===== config.mk =====
export PLATFORM = sky130hd
export DESIGN_NAME = softmax_seq
export DESIGN_NICKNAME = d
export VERILOG_FILES = /design/src/rtl/softmax_seq.sv
export SDC_FILE = /design/constraint.sdc
export NUM_CORES = 2
export LEC_CHECK = 0
export CAP_MARGIN = 20
export CORE_UTILIZATION = 55
export CTS_BUF_LIST = sky130_fd_sc_hd__clkbuf_8
export DETAILED_ROUTE_END_ITERATION = 12
export GPL_ROUTABILITY_DRIVEN = 0
export PLACE_DENSITY = 0.77
export REMOVE_ABC_BUFFERS = 1
export SLEW_MARGIN = 20
export SYNTH_ARGS = -nofsm -noshare
export SYNTH_HDL_FRONTEND = slang
export SYNTH_SLANG_ARGS = --single-unit

===== constraint.sdc =====
create_clock -name clk -period 17.57 [get_ports clk]
set_input_delay 2.6355 -clock clk [delete_from_list [all_inputs] [get_ports clk]]
set_output_delay 2.6355 -clock clk [all_outputs]
set_load 0.02 [all_outputs]

===== src/rtl/softmax_seq.sv =====
// Sequential softmax: buffers VEC_LEN Q5.12 scores, exponentiates (max-subtracted, LUT product), then divides per element.
// Last accept to first out_valid is VEC_LEN+Y_W+5 cycles; input stalls (in_ready=0) until the last probability transfers.
module softmax_seq #(
    parameter int VEC_LEN = 8,
    parameter int Y_W     = 16,
    parameter int E_FRAC  = 16
) (
    input  logic           clk,
    input  logic           rst,
    input  logic           in_valid,
    output logic           in_ready,
    input  logic [16:0]    in_data,
    output logic           out_valid,
    input  logic           out_ready,
    output logic [Y_W-1:0] out_data,
    output logic           out_last,
    output logic           busy
);
    localparam int IW = $clog2(VEC_LEN);
    localparam int CW = $clog2(VEC_LEN + 3);
    localparam int DW = $clog2(Y_W + 1);
    localparam int EW = E_FRAC + 1;
    localparam int SW = 17 + $clog2(VEC_LEN);

    typedef enum logic [1:0] {ST_LOAD, ST_EXP, ST_DIV, ST_OUT} state_t;

    // LUT contents are tabulated for 16 fractional bits of e^-x.
    function automatic logic [EW-1:0] lut0(input logic [3:0] i);
        case (i)
            4'd0:    lut0 = EW'(65536);
            4'd1:    lut0 = EW'(24109);
            4'd2:    lut0 = EW'(8869);
            4'd3:    lut0 = EW'(3263);
            4'd4:    lut0 = EW'(1200);
            4'd5:    lut0 = EW'(442);
            4'd6:    lut0 = EW'(162);
            4'd7:    lut0 = EW'(60);
            4'd8:    lut0 = EW'(22);
            4'd9:    lut0 = EW'(8);
            4'd10:   lut0 = EW'(3);
            4'd11:   lut0 = EW'(1);
            default: lut0 = '0;
        endcase
    endfunction

    function automatic logic [EW-1:0] lut1(input logic [3:0] i);
        case (i)
            4'd0:    lut1 = EW'(65536);
            4'd1:    lut1 = EW'(61565);
            4'd2:    lut1 = EW'(57835);
            4'd3:    lut1 = EW'(54331);
            4'd4:    lut1 = EW'(51039);
            4'd5:    lut1 = EW'(47947);
            4'd6:    lut1 = EW'(45042);
            4'd7:    lut1 = EW'(42313);
            4'd8:    lut1 = EW'(39750);
            4'd9:    lut1 = EW'(37341);
            4'd10:   lut1 = EW'(35079);
            4'd11:   lut1 = EW'(32954);
            4'd12:   lut1 = EW'(30957);
            4'd13:   lut1 = EW'(29081);
            4'd14:   lut1 = EW'(27319);
            default: lut1 = EW'(25664);
        endcase
    endfunction

    function automatic logic [EW-1:0] lut2(input logic [3:0] i);
        case (i)
            4'd0:    lut2 = EW'(65536);
            4'd1:    lut2 = EW'(65280);
            4'd2:    lut2 = EW'(65026);
            4'd3:    lut2 = EW'(64772);
            4'd4:    lut2 = EW'(64520);
            4'd5:    lut2 = EW'(64268);
            4'd6:    lut2 = EW'(64018);
            4'd7:    lut2 = EW'(63768);
            4'd8:    lut2 = EW'(63520);
            4'd9:    lut2 = EW'(63272);
            4'd10:   lut2 = EW'(63025);
            4'd11:   lut2 = EW'(62780);
            4'd12:   lut2 = EW'(62535);
            4'd13:   lut2 = EW'(62291);
            4'd14:   lut2 = EW'(62048);
            default: lut2 = EW'(61806);
        endcase
    endfunction

    // e^(-f/4096) stays below half an LSB of its linear term for f<16.
    function automatic logic [EW-1:0] lut3(input logic [3:0] i);
        lut3 = EW'(65536 - 16 * int'(i));
    endfunction

    state_t          state_q;
    logic [IW-1:0]   idx_q;
    logic [CW-1:0]   cnt_q;
    logic [DW-1:0]   dc_q;
    logic [16:0]     max_q;
    logic [SW-1:0]   sum_q;
    logic [SW-1:0]   rem_q;
    logic [Y_W-1:0]  quo_q;
    logic [16:0]     vec_q [VEC_LEN];
    logic [EW-1:0]   p1_q, p2_q, e_q;
    logic [3:0]      f2_q, f3_q, f3b_q;
    logic            in_ready_q, out_valid_q, out_last_q, busy_q;
    logic [Y_W-1:0]  out_data_q;

    logic [IW-1:0]   rd_idx, wr_idx;
    logic [16:0]     x_rd;
    logic [17:0]     m18;
    logic            e_zero;
    logic [2*EW-1:0] prod1, prod2, prod3;
    logic [EW-1:0]   p1_d, p2_d, e_d;
    logic [SW:0]     div_a;
    logic            div_ge;
    logic [SW-1:0]   rem_d;
    logic [Y_W:0]    q_full;
    logic [Y_W-1:0]  q_sat;

    // Exp pipe: issue at cnt, result lands in e_q three cycles later.
    assign rd_idx = (cnt_q < CW'(VEC_LEN)) ? cnt_q[IW-1:0] : '0;
    assign wr_idx = IW'(cnt_q - CW'(3));
    assign x_rd   = vec_q[rd_idx];
    assign m18    = {max_q[16], max_q} - {x_rd[16], x_rd};
    assign e_zero = (m18 >= 18'h10000);
    assign prod1  = (2*EW)'(lut0(m18[15:12])) * (2*EW)'(lut1(m18[11:8]));
    assign p1_d   = e_zero ? '0 : EW'(prod1 >> E_FRAC);
    assign prod2  = (2*EW)'(p1_q) * (2*EW)'(lut2(f2_q));
    assign p2_d   = EW'(prod2 >> E_FRAC);
    assign prod3  = (2*EW)'(p2_q) * (2*EW)'(lut3(f3b_q));
    assign e_d    = EW'(prod3 >> E_FRAC);

    // Restoring divider: first step uses e itself, later steps the doubled remainder.
    assign div_a  = (dc_q == '0) ? (SW+1)'(vec_q[idx_q]) : {rem_q, 1'b0};
    assign div_ge = (div_a >= {1'b0, sum_q});
    assign rem_d  = div_ge ? SW'(div_a - {1'b0, sum_q}) : SW'(div_a);
    assign q_full = {quo_q, div_ge};
    assign q_sat  = q_full[Y_W] ? '1 : q_full[Y_W-1:0];

    always_ff @(posedge clk) begin
        if (rst) begin
            state_q     <= ST_LOAD;
            idx_q       <= '0;
            cnt_q       <= '0;
            dc_q        <= '0;
            max_q       <= 17'h10000;
            sum_q       <= '0;
            rem_q       <= '0;
            quo_q       <= '0;
            in_ready_q  <= 1'b1;
            out_valid_q <= 1'b0;
            out_data_q  <= '0;
            out_last_q  <= 1'b0;
            busy_q      <= 1'b0;
        end else begin
            p1_q  <= p1_d;
            f2_q  <= m18[7:4];
            f3_q  <= m18[3:0];
            p2_q  <= p2_d;
            f3b_q <= f3_q;
            e_q   <= e_d;
            case (state_q)
                ST_LOAD: begin
                    if (in_valid && in_ready_q) begin
                        vec_q[idx_q] <= in_data;
                        if ($signed(in_data) > $signed(max_q)) begin
                            max_q <= in_data;
                        end
                        if (idx_q == IW'(VEC_LEN - 1)) begin
                            idx_q      <= '0;
                            cnt_q      <= '0;
                            state_q    <= ST_EXP;
                            in_ready_q <= 1'b0;
                            busy_q     <= 1'b1;
                        end else begin
                            idx_q <= idx_q + 1'b1;
                        end
                    end
                end
                ST_EXP: begin
                    cnt_q <= cnt_q + 1'b1;
                    if (cnt_q >= CW'(3)) begin
                        vec_q[wr_idx] <= e_q;
                        sum_q         <= sum_q + SW'(e_q);
                    end
                    if (cnt_q == CW'(VEC_LEN + 2)) begin
                        state_q <= ST_DIV;
                        dc_q    <= '0;
                    end
                end
                ST_DIV: begin
                    rem_q <= rem_d;
                    quo_q <= q_full[Y_W-1:0];
                    dc_q  <= dc_q + 1'b1;
                    if (dc_q == DW'(Y_W)) begin
                        state_q     <= ST_OUT;
                        out_valid_q <= 1'b1;
                        out_data_q  <= q_sat;
                        out_last_q  <= (idx_q == IW'(VEC_LEN - 1));
                    end
                end
                default: begin
                    if (out_ready) begin
                        out_valid_q <= 1'b0;
                        if (out_last_q) begin
                            state_q    <= ST_LOAD;
                            idx_q      <= '0;
                            max_q      <= 17'h10000;
                            sum_q      <= '0;
                            in_ready_q <= 1'b1;
                            busy_q     <= 1'b0;
                        end else begin
                            idx_q   <= idx_q + 1'b1;
                            dc_q    <= '0;
                            state_q <= ST_DIV;
                        end
                    end
                end
            endcase
        end
    end

    assign in_ready  = in_ready_q;
    assign out_valid = out_valid_q;
    assign out_data  = out_data_q;
    assign out_last  = out_last_q;
    assign busy      = busy_q;

endmodule


==> reports/metrics.csv <==
metric;value;unit
drt_pre_antenna_iters;6;
drc;0;
ant_nets;0;
timing.final.hold_violations;0;
die_y;271;µm
setup_tns;0;ns
path_clk_slew;0.07;ns
wl;96400;µm
cp_data_arrival_time;11.77;ns
r2r-end;p1_q[11]$_SDFFCE_PP0N_;
yosysWarnings;0;
max_freq;87.6;MHz
yosys.area.top_type;fa_1;
r2r_start;cnt_q[3]$_SDFFE_PP0P_;
antenna_found_initial;1;
cp-end-kind;flip-flop;
cts_sinks;322;
wl_per_cell;19.1;µm
gr-usage-met3;0.0521;
worst_clock_skew;0.0244;ns
ys_async_sr_fraction;0;
yosysTopAreaCellShare;0.280;
clk_latency;0.66;ns
fp.coreArea;71600;µm²
met1_usage;0.355;
port_buffers;40;
worst_slew_pin_slew;1.14;ns
post-dp-hpwl;75600;µm
crit_slowest_cell;nor2b_1;
yosysSeqAreaShare;0.212;
dp_slack;6.30;ns
cp_common_cell;fa_1;
hold_end;f3b_q[2]$_DFFE_PN_;
drt_iter0_markers;2328;
n_fill_cell;5897;
routed_via_density;5.71;
utilization;0.590;
synth_area_leaders;fa_1 (28%), edfxtp_1 (15%), ha_1 (14%), inv_1 (7.2%), dfxtp_1 (6.2%);
placementRows;98;
setup_violations;0;
path_max_fanout;34;
setup_slack;6.15;ns
grt_use_total;0.269;
yosys.cell_types.count;95;
crit_required;17.92;ns
synth_edf_count;199;
report.final.slew_viol_count;0;
hold_path.class;reg -> reg;
synth_area_per_cell;9.81;µm²
slew_headroom;0.240;
tritoncts;built;
cts-root-buf;clkbuf_8;
io-pin-count;41;
fin_hold_ws;0.405;ns
die_w;271;µm
cts_buffer_depth;3;
status;complete, no violations;
holdCritStartpoint;f3_q[2]$_DFFE_PN_;
top_usage_layer;met2;
cts_hold_buf;0;
syn_inst;4065;
final_min_period_over_clock_period;0.650;
start_util;0.557;
min_path_cells;0;
synth.most_common_cell;inv_1;
cpPeakStageDelay;0.70;ns
grt_pass1_vias;29859;
ys_seq_elements;322;
rrSetupSlack;6.15;ns
rr_worst_depth;38;
post_cts_resized;0;
cts_setup_buffers;0;
synth_ff_type;edfxtp_1;
vias;28749;
worst-setup-path-type;reg -> reg;
synthTopCellsByCount;inv_1 (765), fa_1 (558), ha_1 (435);
nets;5056;
drv_cap;0;
mappedNetlistArea;39900;µm²
grt_max_degree;73;
grt_pass1_wl;157000;µm
cts-buffers-inserted;53;
rsz0062_at_grt;false;
met2_usage;0.437;
fp.dieArea;73600;µm²
cts_max_level;2;
finalCriticalPeriod;11.42;ns
drive_above_1_share;0.0651;
cp-start-kind;flip-flop;
area_growth;5.87;%
grt-ovfl-total;0;
## sequential cells by signal, summed over array words and instances, names as in the netlist, named ones only
register and cells:
out_data 16, vec_q 136, rem_q 20, p1_q 17, p2_q 17, out_last 1
sum_q 20, max_q 17, f3b_q 4, e_q 17, idx_q 3, dc_q 5
state_q 2, busy 1, cnt_q 4, out_valid 1, f3_q 4, quo_q 16
f2_q 4, in_ready 1
## area by class of cell
type                    count  area, µm²  share of cell area
flip-flops and latches    322       8440               0.200
clock buffers              61        840              0.0199
well taps                 950       1190              0.0282
repair buffers             70        621              0.0147
diodes                      1       2.50           0.0000593
clock inverters            37        290             0.00687
inverters                 770       2890              0.0685
multi-input cells        2825      27900               0.662
## layout by cell type, fill, tap and decap left out, types with 21 or more instances in the layout
master / instances
nand3_1: 37
nand2b_1: 47
xor2_1: 34
fa_1: 558
a21o_1: 30
nand2_1: 359
mux2i_1: 41
o21a_1: 23
inv_1: 773
dfxtp_1: 121
buf_4: 30
nor2_1: 366
o31ai_1: 21
a211oi_1: 41
clkbuf_8: 61
a21oi_1: 146
nor2b_1: 37
nor3_1: 52
edfxtp_1: 199
mux2_2: 25
mux4_2: 51
and2_1: 147
ha_1: 434
clkdlybuf4s50_1: 39
o21ai_0: 60
xnor2_1: 60
## metal layers
| metal | up-vias | part of all wire |
|---|---|---|
| met3 | 268 | 0.089 |
| met4 | 2 | 0.041 |
| met1 | 14190 | 0.40 |
| li1 | 13092 | - |
| met5 | - | 0.00010 |
| met2 | 1197 | 0.47 |
## cells by family (layout without fill, tap and decap cells)
kind of cell / Yosys count / after routing / share of synthesized area
muxes: 118 / 118 / 0.0467
buffers and inverters: 918 / 938 / 0.0881
xor gates and xnor gates: 100 / 100 / 0.0237
adders and majority gates: 993 / 993 / 0.417
and+or+nand+nor: 1138 / 1138 / 0.131
DFF: 322 / 322 / 0.212
AOI/OAI and AO/OA: 476 / 476 / 0.0820
other: 0 / 1 / 0
## stage by stage
| step | instance area [µm²] | std cells |
|---|---|---|
| 6_report | 42200 | 5036 |
| 4_1_cts | 42200 | 5035 |
| 3_3_place_gp | 41100 | 4937 |
| 2_1_floorplan | 39300 | 3917 |
| 3_5_place_dp | 41100 | 4937 |
| 5_1_grt | 42200 | 5035 |
## worst max-delay path, delay by kind of cell, from the launching register on
family                   cells  cell delay [ns]
buffers and inverters        5             0.80
AND/OR/NAND/NOR             11             2.92
multiplexers                 2             0.73
XOR/XNOR                     1             0.26
flip-flops                   1             0.43
AO/OA/AOI/OAI                9             1.52
adder cells (fa/ha/maj)     10             4.45
## how the worst max path moves through the flow
stage	start	to	slack, ns
6_report	cnt_q[3]$_SDFFE_PP0P_	p1_q[11]$_SDFFCE_PP0N_	6.15
5_1_grt	cnt_q[3]$_SDFFE_PP0P_	p1_q[15]$_SDFFCE_PP0N_	5.56
4_1_cts	cnt_q[3]$_SDFFE_PP0P_	p1_q[15]$_SDFFCE_PP0N_	6.25
3_5_place_dp	cnt_q[3]$_SDFFE_PP0P_	p1_q[15]$_SDFFCE_PP0N_	6.30
3_3_place_gp	cnt_q[3]$_SDFFE_PP0P_	p1_q[15]$_SDFFCE_PP0N_	6.73
2_1_floorplan	cnt_q[0]$_SDFFE_PP0P_	p1_q[16]$_SDFFCE_PP0N_	6.54
Power is left out: the tool's default activity adds up to more than one toggle a clock period on the data nets, which glitch-free logic cannot reach.
